--- src/rtl/uart_ctrl_pkg.sv ---
// Shared types and helpers for the uart control blocks: FSM state encoding,
// byte width and a constant-foldable ceiling-log2.
package uart_ctrl_pkg;

    localparam int BYTE_W  = 8;
    localparam int STATE_W = 2;

    typedef enum logic [STATE_W-1:0] {
        IDLE       = 2'd0,
        LOAD       = 2'd1,
        WAIT_START = 2'd2,
        WAIT_DONE  = 2'd3
    } state_e;

    function automatic int clog2(input int value);
        int result;
        result = 0;
        for (int i = 0; i < 31; i++)
            if ((1 << i) < value) result = i + 1;
        return result;
    endfunction

endpackage

--- src/rtl/rr_arbiter.sv ---
// Round-robin pick: combinational one-hot winner at or after the pointer, wrapping.
// Pointer is registered and moves to winner+1 only on a qualified grant strobe.
module rr_arbiter
    import uart_ctrl_pkg::*;
#(
    parameter int N   = 4,
    parameter int IDW = clog2(N)
) (
    input  logic           clk,
    input  logic           rst,
    input  logic [N-1:0]   req,
    input  logic           grant_stb,
    output logic [N-1:0]   gnt_oh,
    output logic [IDW-1:0] gnt_idx,
    output logic           gnt_any
);

    logic [IDW-1:0] ptr_q, ptr_d;

    always_comb begin
        logic [IDW-1:0] j;
        j       = '0;
        gnt_oh  = '0;
        gnt_idx = '0;
        gnt_any = 1'b0;
        for (int i = 0; i < N; i++) begin
            j = IDW'((int'(ptr_q) + i) % N);
            if (!gnt_any && req[j]) begin
                gnt_any    = 1'b1;
                gnt_oh[j]  = 1'b1;
                gnt_idx    = j;
            end
        end
    end

    always_comb begin
        ptr_d = ptr_q;
        if (grant_stb && gnt_any)
            ptr_d = (gnt_idx == IDW'(N - 1)) ? '0 : gnt_idx + IDW'(1);
    end

    always_ff @(posedge clk or posedge rst) begin
        if (rst) ptr_q <= '0;
        else     ptr_q <= ptr_d;
    end

endmodule

--- src/rtl/uart_tx_arbiter.sv ---
// Shares one uart transmitter among NUM_REQ producers; req sampled in cycle N gives ld/ack in N+1.
// Loads are paced on tx_empty: the next grant waits until the uart has shifted out the previous byte.
module uart_tx_arbiter
    import uart_ctrl_pkg::*;
#(
    parameter int NUM_REQ       = 4,
    parameter int START_TIMEOUT = 16
) (
    input  logic                        txclk,
    input  logic                        reset,
    input  logic                        en,
    input  logic [NUM_REQ-1:0]          req,
    input  logic [NUM_REQ*BYTE_W-1:0]   req_data,
    output logic [NUM_REQ-1:0]          ack,
    output logic                        ld_tx_data,
    output logic [BYTE_W-1:0]           tx_data,
    output logic                        tx_enable,
    input  logic                        tx_empty,
    output logic                        busy,
    output logic [clog2(NUM_REQ)-1:0]   grant_id,
    output logic                        err_timeout
);

    localparam int ID_W = clog2(NUM_REQ);
    localparam int TO_W = clog2(START_TIMEOUT + 1);

    state_e               state_q, state_d;
    logic [TO_W-1:0]      to_cnt_q, to_cnt_d;
    logic [NUM_REQ-1:0]   ack_q, ack_d;
    logic                 ld_tx_data_q, ld_tx_data_d;
    logic [BYTE_W-1:0]    tx_data_q, tx_data_d;
    logic                 tx_enable_q, tx_enable_d;
    logic                 busy_q, busy_d;
    logic [ID_W-1:0]      grant_id_q, grant_id_d;
    logic                 err_timeout_q, err_timeout_d;

    logic [NUM_REQ-1:0]   gnt_oh;
    logic [ID_W-1:0]      gnt_idx;
    logic                 gnt_any;
    logic                 grant_go;
    logic                 timeout_hit;

    assign grant_go = (state_q == IDLE) && en && tx_empty && gnt_any;

    rr_arbiter #(
        .N   (NUM_REQ),
        .IDW (ID_W)
    ) u_rr (
        .clk       (txclk),
        .rst       (reset),
        .req       (req),
        .grant_stb (grant_go),
        .gnt_oh    (gnt_oh),
        .gnt_idx   (gnt_idx),
        .gnt_any   (gnt_any)
    );

    always_ff @(posedge txclk or posedge reset) begin
        if (reset) begin
            state_q  <= IDLE;
            to_cnt_q <= '0;
        end else begin
            state_q  <= state_d;
            to_cnt_q <= to_cnt_d;
        end
    end

    always_comb begin
        state_d     = state_q;
        to_cnt_d    = to_cnt_q;
        timeout_hit = 1'b0;
        case (state_q)
            IDLE:       if (grant_go) state_d = LOAD;
            LOAD: begin
                state_d  = WAIT_START;
                to_cnt_d = '0;
            end
            // A uart that never acknowledges the load loses the byte; we do not retry it.
            WAIT_START: begin
                if (!tx_empty) begin
                    state_d = WAIT_DONE;
                end else if (to_cnt_q == TO_W'(START_TIMEOUT - 1)) begin
                    timeout_hit = 1'b1;
                    state_d     = IDLE;
                end else begin
                    to_cnt_d = to_cnt_q + TO_W'(1);
                end
            end
            WAIT_DONE:  if (tx_empty) state_d = IDLE;
            default:    state_d = IDLE;
        endcase
    end

    always_comb begin
        ack_d         = '0;
        ld_tx_data_d  = 1'b0;
        tx_data_d     = tx_data_q;
        grant_id_d    = grant_id_q;
        err_timeout_d = err_timeout_q | timeout_hit;
        tx_enable_d   = en;
        busy_d        = (state_d != IDLE);
        if (grant_go) begin
            ld_tx_data_d = 1'b1;
            ack_d        = gnt_oh;
            grant_id_d   = gnt_idx;
            for (int i = 0; i < NUM_REQ; i++)
                if (gnt_oh[i]) tx_data_d = req_data[i*BYTE_W +: BYTE_W];
        end
    end

    always_ff @(posedge txclk or posedge reset) begin
        if (reset) begin
            ack_q         <= '0;
            ld_tx_data_q  <= 1'b0;
            tx_data_q     <= '0;
            tx_enable_q   <= 1'b0;
            busy_q        <= 1'b0;
            grant_id_q    <= '0;
            err_timeout_q <= 1'b0;
        end else begin
            ack_q         <= ack_d;
            ld_tx_data_q  <= ld_tx_data_d;
            tx_data_q     <= tx_data_d;
            tx_enable_q   <= tx_enable_d;
            busy_q        <= busy_d;
            grant_id_q    <= grant_id_d;
            err_timeout_q <= err_timeout_d;
        end
    end

    assign ack         = ack_q;
    assign ld_tx_data  = ld_tx_data_q;
    assign tx_data     = tx_data_q;
    assign tx_enable   = tx_enable_q;
    assign busy        = busy_q;
    assign grant_id    = grant_id_q;
    assign err_timeout = err_timeout_q;

endmodule

--- config.mk ---
export PLATFORM = sky130hd
export DESIGN_NAME = uart_tx_arbiter
export DESIGN_NICKNAME = d
export VERILOG_FILES = /design/src/rtl/uart_ctrl_pkg.sv /design/src/rtl/rr_arbiter.sv /design/src/rtl/uart_tx_arbiter.sv
export SDC_FILE = /design/constraint.sdc
export NUM_CORES = 1
export LEC_CHECK = 0
export CAP_MARGIN = 20
export CORE_ASPECT_RATIO = 1.1
export CORE_MARGIN = 4
export CORE_UTILIZATION = 33
export DETAILED_ROUTE_END_ITERATION = 7
export SLEW_MARGIN = 40
export SYNTH_ARGS = -nofsm -noshare
export SYNTH_HDL_FRONTEND = slang
export SYNTH_SLANG_ARGS = --single-unit
--- constraint.sdc ---
create_clock -name txclk -period 4.8 [get_ports txclk]
set_clock_uncertainty 0.2 [all_clocks]
set_input_delay 0.96 -clock txclk [delete_from_list [all_inputs] [get_ports txclk]]
set_output_delay 0.96 -clock txclk [all_outputs]
set_load 0.02 [all_outputs]
==> results.cfg <==
[logic_synthesis]
post-synth-top-count-cell = sky130_fd_sc_hd__dfrtp_1
yosys.area.top_type_share = 0.332
netlist.top_cell.by_area = sky130_fd_sc_hd__dfrtp_1
synth_enable_flop_cells = 0
synth.yosys.warnings = 0
synth_common_cells = sky130_fd_sc_hd__dfrtp_1 (27), sky130_fd_sc_hd__inv_1 (26), sky130_fd_sc_hd__nand2_1 (13), sky130_fd_sc_hd__o21ai_0 (13), sky130_fd_sc_hd__a21oi_1 (11)
synth_cell_types = 60
synth_fp_nets = 271
synth-seq-area-share = 0.332
syn-instance-count = 223
synthFlopType = sky130_fd_sc_hd__dfrtp_1
synth.ff_latch_count = 27
synth_area_per_cell_um2 = 9.13
netlist_area_um2 = 2040
post_synth_main_area_contributors = sky130_fd_sc_hd__dfrtp_1 (33%), sky130_fd_sc_hd__ha_1 (4.9%), sky130_fd_sc_hd__inv_1 (4.8%)
asr_flop_ratio_synth = 1.00

[worst_setup_path]
critical_path_class = reg -> reg
crit_path_arrival_time_ns = 3.72
cp-start-kind = flop
worstPathMaxFanout = 13
ff2ff_setup_slack_ns = 1.02
cp-end-kind = flop
worstPathRequired_ns = 4.73

[cells_and_area]
finish.utilization = 0.459
insertedDiodeCount = 0
area_growth_pct = 32.6
layout.cells.non_filler = 350
drive_gt1_frac = 0.0806
fin_nets = 322

[sta]
final_min_period_ns = 3.78
relative_slew_slack = 0.632
timing.final.crit_share = 0.788
final_max_slew_viol_count = 0
worst_slew_pin_slew_ns = 0.552
setup_viol_count_final = 0
final_hold_viol_count = 0
grt_setup_unrepaired = no
setup_ws_ns = 1.02
fin_setup_tns_ns = 0
clock.fmax_ghz = 0.264

[place]
routabilityCongestion = 0.791
port_buffers = 57
post-dp-hpwl_um = 4140
cell_total_after_placement = 345
dp_worst_setup_slack_ns = 0.754

[cts]
insertion_delay_ns = 0.27
cts_num_sinks = 27
post_cts_resize_count = 0
clk_transition_reported_paths_ns = 0.09
cts-root-to-sink-buffers = 2
cts.repair_timing.setup_buffer_count = 0
tritoncts_buffer_count = 3
cts-hold-fix-buffers = 0
clk_root_buffer_cell = sky130_fd_sc_hd__clkbuf_8
cts_htree_levels = 1
tritoncts_clock_tree = yes

[global_route]
grt_util_all_layers = 0.140
vias_in_the_first_global_route = 1705
grt_first_pass_wirelength_um = 8710
number_of_antenna_violations_at_the_first_check_in_global_routing = 0
grt_start_max_net_pins = 28
grt_overflow = 0

[job]
number_of_max_capacitance_violations_reported = 0

[hold_path]
worstHoldPathType = reg -> reg

[floorplanning]
core_area_um2 = 5880
row_count = 29
floorplan.initialDensity = 0.346
dieArea_um2 = 7490
chipWidth_um = 82.9
die_h_um = 90.4
ios = 58

[route]
routed_wire_length_per_instance_um = 16.1
drtIter0Drc = 49
post-route-drc-count = 0
avgViaCountPerCell = 5.52
postRouteWirelength_um = 5630
drt_pre_antenna_iters = 4
routed_vias = 1933
route.antenna.remaining_nets = 0

[power_and_ir_drop]
static-leakage-power_uw = 0.00118
worst_ir_drop_vdd_v = 0.000274
totalPowerFinal_uw = 1450
power.density_cell_area_nw_per_um2 = 536

[run_status]
run_status = complete, no violations
## layer usage
metal	wire length (um)	share of wire	vias to the layer above	track usage
met1	2660	0.47	914	0.186
met5	0	0	-	0
met2	2560	0.45	80	0.227
met4	32	0.0057	0	0.0191
met3	381	0.068	4	0.0438
li1	-	-	935	-
## logic make-up after synthesis
family / share of synthesized area
simple gates: 0.171
fa+ha+maj: 0.0492
flops: 0.332
compound gates: 0.306
mux: 0.0541
buf+inv: 0.0836
xor+xnor: 0.00430
## power breakdown
| group | switching (uW) | internal [uW] | total (uW) |
|---|---|---|---|
| registers | 79.2 | 298 | 377 |
| clock network | 68.1 | 59.4 | 128 |
| logic | 540 | 401 | 941 |
| total | 687 | 759 | 1450 |
## layout make-up
class	instances	area, um^2
flip-flops and latches	27	676
multi-input cells	156	1200
fillers	579	3180
clock buffers	4	45.0
repair buffers	59	583
inverters	27	101
well taps	77	96.3
## path summary, 6_finish.rpt
| check | start | to | depth (start not counted) |
|---|---|---|---|
| setup reg to reg | flop | tx_data[2] | 8 |
| min in group asynchronous | reset | ack[2] | 2 |
| hold reg to reg | err_timeout | err_timeout | 1 |
| setup / recovery | flop | tx_data[2] | 8 |
| hold / removal | err_timeout | err_timeout | 1 |
| max in group asynchronous | reset | busy | 2 |
## per-stage QoR
step | hold slack [ns] | cell area [um^2]
2_1_floorplan | 0.272 | 2040
3_3_place_gp | 0.260 | 2650
3_5_place_dp | 0.257 | 2650
4_1_cts | 0.282 | 2690
5_1_grt | 0.320 | 2700
6_report | 0.281 | 2700
## state kept, by name, summed over array words and instances (netlist names), named ones only
signal and count:
grant_id 2, u_rr.ptr_q 1, ld_tx_data 1, state_q 2
err_timeout 1, tx_data 8, busy 1, ack 4
tx_enable 1, to_cnt_q 5
## critical path: stages, from the launching register on
cell                       delay, ns
sky130_fd_sc_hd__dfrtp_1        0.63
sky130_fd_sc_hd__inv_1          0.25
sky130_fd_sc_hd__ha_1           0.56
sky130_fd_sc_hd__mux4_2         0.66
sky130_fd_sc_hd__nand2b_4       0.15
sky130_fd_sc_hd__o21ai_4        0.10
sky130_fd_sc_hd__or3_1          0.45
sky130_fd_sc_hd__o311ai_1       0.47
sky130_fd_sc_hd__a32oi_1        0.17
## placed cells by master (no fill, tap or decap), types with 2 or more instances in the layout
cell                              Yosys  final
sky130_fd_sc_hd__clkdlybuf4s50_1      0     57
sky130_fd_sc_hd__dfrtp_1             27     27
sky130_fd_sc_hd__inv_1               26     25
sky130_fd_sc_hd__o21ai_0             13     13
sky130_fd_sc_hd__nand2_1             13     13
sky130_fd_sc_hd__a21oi_1             11     11
sky130_fd_sc_hd__and3_1              10     10
sky130_fd_sc_hd__nor2_1               8      8
sky130_fd_sc_hd__o31ai_1              8      8
sky130_fd_sc_hd__o311ai_1             8      8
sky130_fd_sc_hd__a32oi_1              8      8
sky130_fd_sc_hd__ha_1                 8      8
sky130_fd_sc_hd__nand2b_1             5      5
sky130_fd_sc_hd__a21boi_1             5      5
sky130_fd_sc_hd__nor3_1               3      3
sky130_fd_sc_hd__nor3b_1              3      3
sky130_fd_sc_hd__o21ai_1              3      3
sky130_fd_sc_hd__mux4_2               3      3
sky130_fd_sc_hd__a21boi_0             3      3
sky130_fd_sc_hd__clkbuf_8             0      3
sky130_fd_sc_hd__nor2b_1              2      2
sky130_fd_sc_hd__o211ai_1             2      2
sky130_fd_sc_hd__a22oi_1              2      2
sky130_fd_sc_hd__and3b_1              2      2
sky130_fd_sc_hd__mux2i_1              2      2
sky130_fd_sc_hd__mux2_2               2      2
sky130_fd_sc_hd__a41o_1               2      2
No activity file was read; power rests on OpenSTA's default activity.
